===== src/rtl/program_loader_rom.sv =====
// Writable 16x8 instruction ROM with a nibble-stream loader that holds the CPU in reset while loading.
// Define PROGRAM_LOADER_CHECKSUM_EN to add the trailing checksum check and the ERROR state.
module program_loader_rom #(
  parameter int unsigned ADDR_W         = 4,
  parameter int unsigned DATA_W         = 8,
  parameter int unsigned RELEASE_CYCLES = 2
) (
  input  logic                clk,
  input  logic                n_reset,
  input  logic [ADDR_W-1:0]   addr,
  output logic [DATA_W-1:0]   data,
  input  logic                load_req,
  input  logic                wr_valid,
  input  logic [DATA_W/2-1:0] wr_nibble,
  output logic                wr_ready,
  output logic                n_cpu_reset,
  output logic                loading,
  output logic                load_err
);

  localparam int unsigned DEPTH  = 2**ADDR_W;
  localparam int unsigned HALF_W = DATA_W/2;

`ifdef PROGRAM_LOADER_CHECKSUM_EN
  typedef enum logic [2:0] {RUN, LOAD_HI, LOAD_LO, RELEASE, CHK_HI, CHK_LO, ERROR} state_t;
`else
  typedef enum logic [1:0] {RUN, LOAD_HI, LOAD_LO, RELEASE} state_t;
`endif

  state_t              state_q, state_d;
  logic [ADDR_W-1:0]   ptr_q, ptr_d;
  logic [HALF_W-1:0]   hi_q, hi_d;
  logic [3:0]          cnt_q, cnt_d;
  logic [DATA_W-1:0]   mem_q [DEPTH];
  logic                we;
  logic [DATA_W-1:0]   wdata;
  logic                xfer;
  logic                ready_d;
  logic                wr_ready_q, n_cpu_reset_q, loading_q;
`ifdef PROGRAM_LOADER_CHECKSUM_EN
  logic [DATA_W-1:0]   sum_q, sum_d;
  logic                err_q, err_d;
`endif

  always_comb begin
    state_d = state_q;
    ptr_d   = ptr_q;
    hi_d    = hi_q;
    cnt_d   = cnt_q;
    we      = 1'b0;
    wdata   = {hi_q, wr_nibble};
    xfer    = wr_valid & wr_ready_q;
`ifdef PROGRAM_LOADER_CHECKSUM_EN
    sum_d   = sum_q;
    err_d   = err_q;
`endif
    // A load request wins over any transfer presented in the same cycle.
    if (load_req) begin
      state_d = LOAD_HI;
      ptr_d   = '0;
      hi_d    = '0;
`ifdef PROGRAM_LOADER_CHECKSUM_EN
      sum_d   = '0;
      err_d   = 1'b0;
`endif
    end else begin
      case (state_q)
        LOAD_HI: if (xfer) begin
          hi_d    = wr_nibble;
          state_d = LOAD_LO;
        end
        LOAD_LO: if (xfer) begin
          we    = 1'b1;
          ptr_d = ptr_q + 1'b1;
`ifdef PROGRAM_LOADER_CHECKSUM_EN
          sum_d = sum_q + wdata;
`endif
          if (&ptr_q) begin
`ifdef PROGRAM_LOADER_CHECKSUM_EN
            state_d = CHK_HI;
`else
            state_d = RELEASE;
            cnt_d   = 4'(RELEASE_CYCLES);
`endif
          end else begin
            state_d = LOAD_HI;
          end
        end
        RELEASE: begin
          cnt_d = cnt_q - 1'b1;
          if (cnt_q == 4'd1) state_d = RUN;
        end
`ifdef PROGRAM_LOADER_CHECKSUM_EN
        CHK_HI: if (xfer) begin
          hi_d    = wr_nibble;
          state_d = CHK_LO;
        end
        CHK_LO: if (xfer) begin
          if (wdata == sum_q) begin
            err_d   = 1'b0;
            state_d = RELEASE;
            cnt_d   = 4'(RELEASE_CYCLES);
          end else begin
            err_d   = 1'b1;
            state_d = ERROR;
          end
        end
`endif
        default: ;
      endcase
    end
    ready_d = (state_d == LOAD_HI) || (state_d == LOAD_LO)
`ifdef PROGRAM_LOADER_CHECKSUM_EN
              || (state_d == CHK_HI) || (state_d == CHK_LO)
`endif
              ;
  end

  // Outputs are registered from the next state so they line up with state_q.
  always_ff @(posedge clk or negedge n_reset) begin
    if (!n_reset) begin
      state_q       <= RUN;
      ptr_q         <= '0;
      hi_q          <= '0;
      cnt_q         <= '0;
      wr_ready_q    <= 1'b0;
      n_cpu_reset_q <= 1'b0;
      loading_q     <= 1'b0;
      for (int unsigned i = 0; i < DEPTH; i++) mem_q[i] <= '0;
`ifdef PROGRAM_LOADER_CHECKSUM_EN
      sum_q         <= '0;
      err_q         <= 1'b0;
`endif
    end else begin
      state_q       <= state_d;
      ptr_q         <= ptr_d;
      hi_q          <= hi_d;
      cnt_q         <= cnt_d;
      wr_ready_q    <= ready_d;
      n_cpu_reset_q <= (state_d == RUN);
      loading_q     <= (state_d != RUN);
      if (we) mem_q[ptr_q] <= wdata;
`ifdef PROGRAM_LOADER_CHECKSUM_EN
      sum_q         <= sum_d;
      err_q         <= err_d;
`endif
    end
  end

  assign data        = (state_q == RUN) ? mem_q[addr] : '0;
  assign wr_ready    = wr_ready_q;
  assign n_cpu_reset = n_cpu_reset_q;
  assign loading     = loading_q;
`ifdef PROGRAM_LOADER_CHECKSUM_EN
  assign load_err    = err_q;
`else
  assign load_err    = 1'b0;
`endif

endmodule

===== config.mk =====
export PLATFORM = sky130hd
export DESIGN_NAME = program_loader_rom
export DESIGN_NICKNAME = d
export VERILOG_FILES = /design/src/rtl/program_loader_rom.sv
export SDC_FILE = /design/constraint.sdc
export NUM_CORES = 1
export LEC_CHECK = 0
export ABC_CLOCK_PERIOD_IN_PS = 1800
export CAP_MARGIN = 10
export CORE_MARGIN = 3
export CORE_UTILIZATION = 40
export CTS_CLUSTER_SIZE = 12
export DETAILED_ROUTE_END_ITERATION = 8
export GPL_TIMING_DRIVEN = 0
export PLACE_DENSITY = 0.56
export SLEW_MARGIN = 20
export SYNTH_ARGS = -nofsm -noshare
export SYNTH_HDL_FRONTEND = slang
export SYNTH_SLANG_ARGS = --single-unit

===== constraint.sdc =====
create_clock -name clk -period 1.8 [get_ports clk]
set_input_delay 0.18 -clock clk [delete_from_list [all_inputs] [get_ports clk]]
set_output_delay 0.18 -clock clk [all_outputs]
set_load 0.01 [all_outputs]

== Word level (Yosys, flattened, before mapping) ==
Index checks and enable logic that the tools add are counted.

* Mux-type cells: 25
* Magnitude comparators: 3
* Bitwise logic cells: 4
* Reduce and logical (&&, ||, !) cells: 13
* Add/sub/neg operators: 2
* Equal/unequal tests: 8

{| class="wikitable"
|+ Operators with widths
! cell !! number
|-
| bitwise mux 128 bit || 1
|-
| binary-select mux 8 bit (select 4 bit) || 1
|-
| demux 8 bit (select 4 bit) || 1
|-
| two-way mux 4 bit || 8
|-
| two-way mux 8 bit || 4
|-
| >= comparator 5 bit, second input constant || 2
|-
| two-way mux 2 bit || 5
|-
| inverter 4 -> 5 bit || 2
|-
| nonzero test 2 bit || 5
|-
| case mux 4 bit (2 select lines) || 1
|-
| AND reduction 4 bit || 2
|-
| == test 2 bit, second input constant || 3
|-
| case mux 2 bit (3 select lines) || 1
|-
| < comparator 5 x 1 -> 1 bit, second input constant || 1
|-
| adder 4 x 1 -> 4 bit, second input constant || 1
|-
| == test 2 x 1 -> 1 bit, second input constant || 2
|-
| == test 4 x 1 -> 1 bit, second input constant || 1
|-
| zero test 2 bit || 2
|-
| != test 2 bit, second input constant || 2
|-
| AND reduction 2 bit || 2
|-
| subtractor 4 x 1 -> 4 bit, second input constant || 1
|-
| two-way mux 1 bit || 3
|-
| bitwise AND 1 bit || 1
|-
| logical AND 1 bit || 1
|-
| 2 further kinds || 2
|}

* Word-level logic and storage cells: 78
* Bits in registers: 145

== Depth between registers and ports, before layout ==
* Depth in word-level cells: 7
* Gate-level depth with buffers: 7
* Mapped depth without buffers: 7

== Worst setup path before layout ==
OpenSTA, ideal clock, no wires.

* Kind: reg-to-reg
* Start: reg state_q[0]
* End: reg mem_q[103] in the netlist's numbering
* Clock period less this slack: 1.741 ns
* Path slack: 0.059 ns
* Stages on the path, launching flop included: 8
* Setup time: 0.125 ns
* Arrival time: 1.616 ns
* Cell sequence: dfrtp_1 buf_6 and4b_1 buf_4 and2_1 buf_6 nand3_4 mux2_4

* Word-level cells in the longest chain between the ends: 3

{| class="wikitable"
|+ RTL lines
! what !! line !! text
|-
| start: declaration || 30 || <nowiki>state_t state_q, state_d;</nowiki>
|-
| start signal: assignment || 135 || <nowiki>state_q <= state_d;</nowiki>
|-
| == test 2 bit || 67 || <nowiki>case (state_q)</nowiki>
|-
| two-way mux 1 bit || 67 ||
|-
| two-way mux 1 bit || 58 || <nowiki>if (load_req) begin</nowiki>
|-
| end signal: indexed assignment || 142 || <nowiki>if (we) mem_q[ptr_q] <= wdata;</nowiki>
|-
| end: declaration || 34 || <nowiki>logic [DATA_W-1:0] mem_q [DEPTH];</nowiki>
|}

No other way between the ends.
A chain may end at the register's enable or synchronous reset.

== Worst setup path in the final report ==
* Start: reg mem_q[5] in the netlist's numbering
* End: out data[5]

* Word-level cells in the longest chain between the ends: 4

{| class="wikitable"
|+ RTL lines
! what !! line !! text
|-
| binary-select mux 8 bit (select 4 bit) || 150 || <nowiki>assign data = (state_q == RUN) ? mem_q[addr] : '0;</nowiki>
|-
| two-way mux 8 bit (not written as such) (2 in a row) || 150 ||
|-
| two-way mux 8 bit || 150 ||
|-
| end: declaration || 11 || <nowiki>output logic [DATA_W-1:0] data,</nowiki>
|}

No other way between the ends. The select of a mux whose other input is x is not followed.

==> results.md <==
* WP data required at 1620 ps
* Starting Density at a little over two fifths
* Die Y at approximately 140 um
* VDD IR-drop max at a little under 0.0007 V
* Pin count of the biggest net entering global routing at just over 90
* Final Hold Fails at 0
* Synth Net Count at ~530
* Combinational family with the most area after synthesis: multiplexers
* Total negative slack at -4950 ps
* Met3 usage at 3.86%
* Synth Instances at a little over 500
* FP Rows at 47
* Worst Clk Skew at between 8 and 9 ps
* Antenna cells at 0
* Die area at between 15000 and 20000 um^2
* Synth Area in XOR/XNOR at less than 1%
* Via count at 4381
* Number of synthesized flops with an enable pin at 0
* Root Buffer: clkbuf_16
* Total Routed Length at 18.1 mm
* Total track usage at 19.4%
* Post-synthesis sequential area ratio at about half
* Area fraction in and, or, nand and nor cells after synthesis at between 7 and 8%
* Routed vias/inst at ~5.4
* Compound-Gate Fraction of Synth Area at approximately 4.2%
* Maximum fanout along the worst path at 2
* Syn avg cell area at 13.8 um^2
* CTS tree: yes
* Family with the most delay on the worst path: multiplexers
* Setup violators final at 94
* Commonest register cell after synthesis: dfrtp_1
* Count of distinct cell types in the synthesized netlist at 38
* Max Cap Viol at 0
* Synth Area in Adders at 1.42%
* Max frequency at 0.506 GHz
* Measured slew at the worst slew-check pin at ~710 ps
* Status: finished with violations
* Antenna violations before repair at 0
* TritonRoute pass-1 iters at 4
* Mux cell area share after synthesis at between 30% and 40%
* Failing checks: setup timing
* CP Capture Type: output port
* Leakage power at about 0.0043 uW
* FF-to-FF setup slack at -80 ps
* Grt peak-use layer: met2
* Unrepaired setup endpoints after global routing: yes
* CTS sink cnt at around 150
* Crit path cell chain: mux4_2, nor2b_2, nor3_2, o32a_1, buf_2
* CORE AREA at approximately 17000 um^2
* Final period utilization at 110%
* #FFs+latches synth at about 150
* Hold Crit Class: in2async
* Routed len/inst at 22.5 um
* Post-route ant nets at 0
* Clk buf depth at 2
* Final-report max-slew violation count at 0
* H-tree depth at 4
* Tmin final at between 1500 and 2000 ps
* Synth top area share at around 51%
* Critical path startpoint category: flip-flop
* Clk_lat worst skew at around 420 ps
* # DRC at 0
* Vias in the first global route at around 4700
* Place WS at -1030 ps
* WP buf/inv at 1
* # IOs at 24
* Met2 Usage GRT at roughly 30%
* Fin nets at roughly 590
* First-pass GRT wire length at between 20 and 30 mm
* Relative slew slack at between 50% and 60%
* Layout Utilization at 53.4%
* Synth area leader: dfrtp_1
* Synth-to-layout area growth at 28.2%
* Setup WS post-layout at -178 ps
* Die W at around 140 um
* P per Cell Area at between 800 and 900 nW/um^2
* CP Class: reg2out
* Crit-path max cell delay at 480 ps
* Routability Congestion at between 0.7 and 0.8
* Post-detail-place hpwl at 11.1 mm
* Synth top cells by count: dfrtp_1 (145), mux2_2 (63), mux2i_1 (57)
* FFs w/ async S/R, synth at 100%
* Top cells by area, synth: dfrtp_1 (51%), mux2_2 (10%), mux2i_1 (8.1%)
* GRT met1 Usage at between 20% and 30%
* Number of DRC markers in iteration 0 at around 260
* Syn. warnings at 0
* Layout cells sized above 1 at between 40% and 50%
* CP arrival at 1800 ps
* Num CTS Buffers at 17
* Synthesized area at just over 7000 um^2
* Overflow after GRT at 0
* Count leader, synth: dfrtp_1
* Clock-pin slew on the worst setup and hold paths at approximately 60 ps
* Port bufs at 19
* Max stage delay cell, worst path: mux4_2
## cell families after synthesis
kind of cell	count (synthesis)
buffers and inverters	39
and+or+nand+nor	80
DFF	145
other	1
adders and majority gates	8
muxes	192
xor gates and xnor gates	3
AOI/OAI and AO/OA	43
## worst reg2reg max path: stages, from the launching register on
cell and delay (ps):
dfrtp_1 370, buf_6 130, and4b_1 250, buf_6 150, buf_12 110, nand3_4 110, nor2_4 140, buf_12 150
mux2_2 340
## path summary, 6_finish.rpt
kind,from,endpoint,depth (start not counted)
worst max-delay path,mem_q[5]$_DFFE_PN0P_,data[5],5
worst min-delay path,n_reset,mem_q[97]$_DFFE_PN0P_,2
worst max register to register,state_q[0]$_DFF_PN0_,mem_q[5]$_DFFE_PN0P_,8
worst min register to register,mem_q[73]$_DFFE_PN0P_,mem_q[73]$_DFFE_PN0P_,1
max in group asynchronous,n_reset,state_q[1]$_DFF_PN0_,3
min in group clk,mem_q[73]$_DFFE_PN0P_,mem_q[73]$_DFFE_PN0P_,1
## flip-flops by register name, indices dropped and copies added, names as in the netlist
register	flops
ptr_q	4
hi_q	4
state_q	2
n_cpu_reset	1
mem_q	128
loading	1
wr_ready	1
cnt_q	4
## through the flow
| stage | cells | power (uW) | hold WS, ps | area [um^2] |
|---|---|---|---|---|
| floorplan | 511 | 4000 | -116 | 7060 |
| global placement | 750 | 4350 | 462 | 7520 |
| detailed placement | 751 | 4380 | 247 | 7560 |
| CTS | 802 | 8150 | 400 | 8850 |
| global route | 805 | 8430 | 432 | 9050 |
| finish | 805 | 8120 | 360 | 9050 |
## report_power, final
| part | switching, uW | internal, uW | leakage, uW | total, uW |
|---|---|---|---|---|
| Combinational | 536 | 409 | 0.00198 | 945 |
| Sequential | 117 | 3380 | 0.00199 | 3500 |
| Clock | 1420 | 2260 | 0.000289 | 3680 |
## what timing repair did
item / 4_1_cts / 5_1_grt
endpoints found under the setup margin: 137 / 139
resized for setup: 134 / 46
setup buffers: 19 / 3
hold endpoints to repair: 89 / 0
pin swaps: 16 / 11
hold buffers: 1 / 0
## metal layers
metal	share of wire, %	wire length, um
met4	1.4	255
met1	48	8740
met2	46	8390
met5	0	0
met3	3.9	715
## layout by cell type (no fill, tap or decap), drive strengths merged, types with 8 or more instances in the layout
master and instances:
dfrtp 145, mux2 129, mux2i 57, buf 43, clkbuf 37, nor2 26, a22oi 25, nand3 18
nand2 14, inv 12, o21ai 12, clkdlybuf4s50 10, ha 8
## layout make-up
class                   count  area (um^2)
flip-flops and latches    145         3630
repair buffers             43          562
clock buffers              20          457
fillers                  1400         7890
clock inverters            12          156
plain buffers              28          175
well taps                 220          275
inverters                  10         37.5
multi-input cells         327         3760
Power figures use the tool's default switching activity.
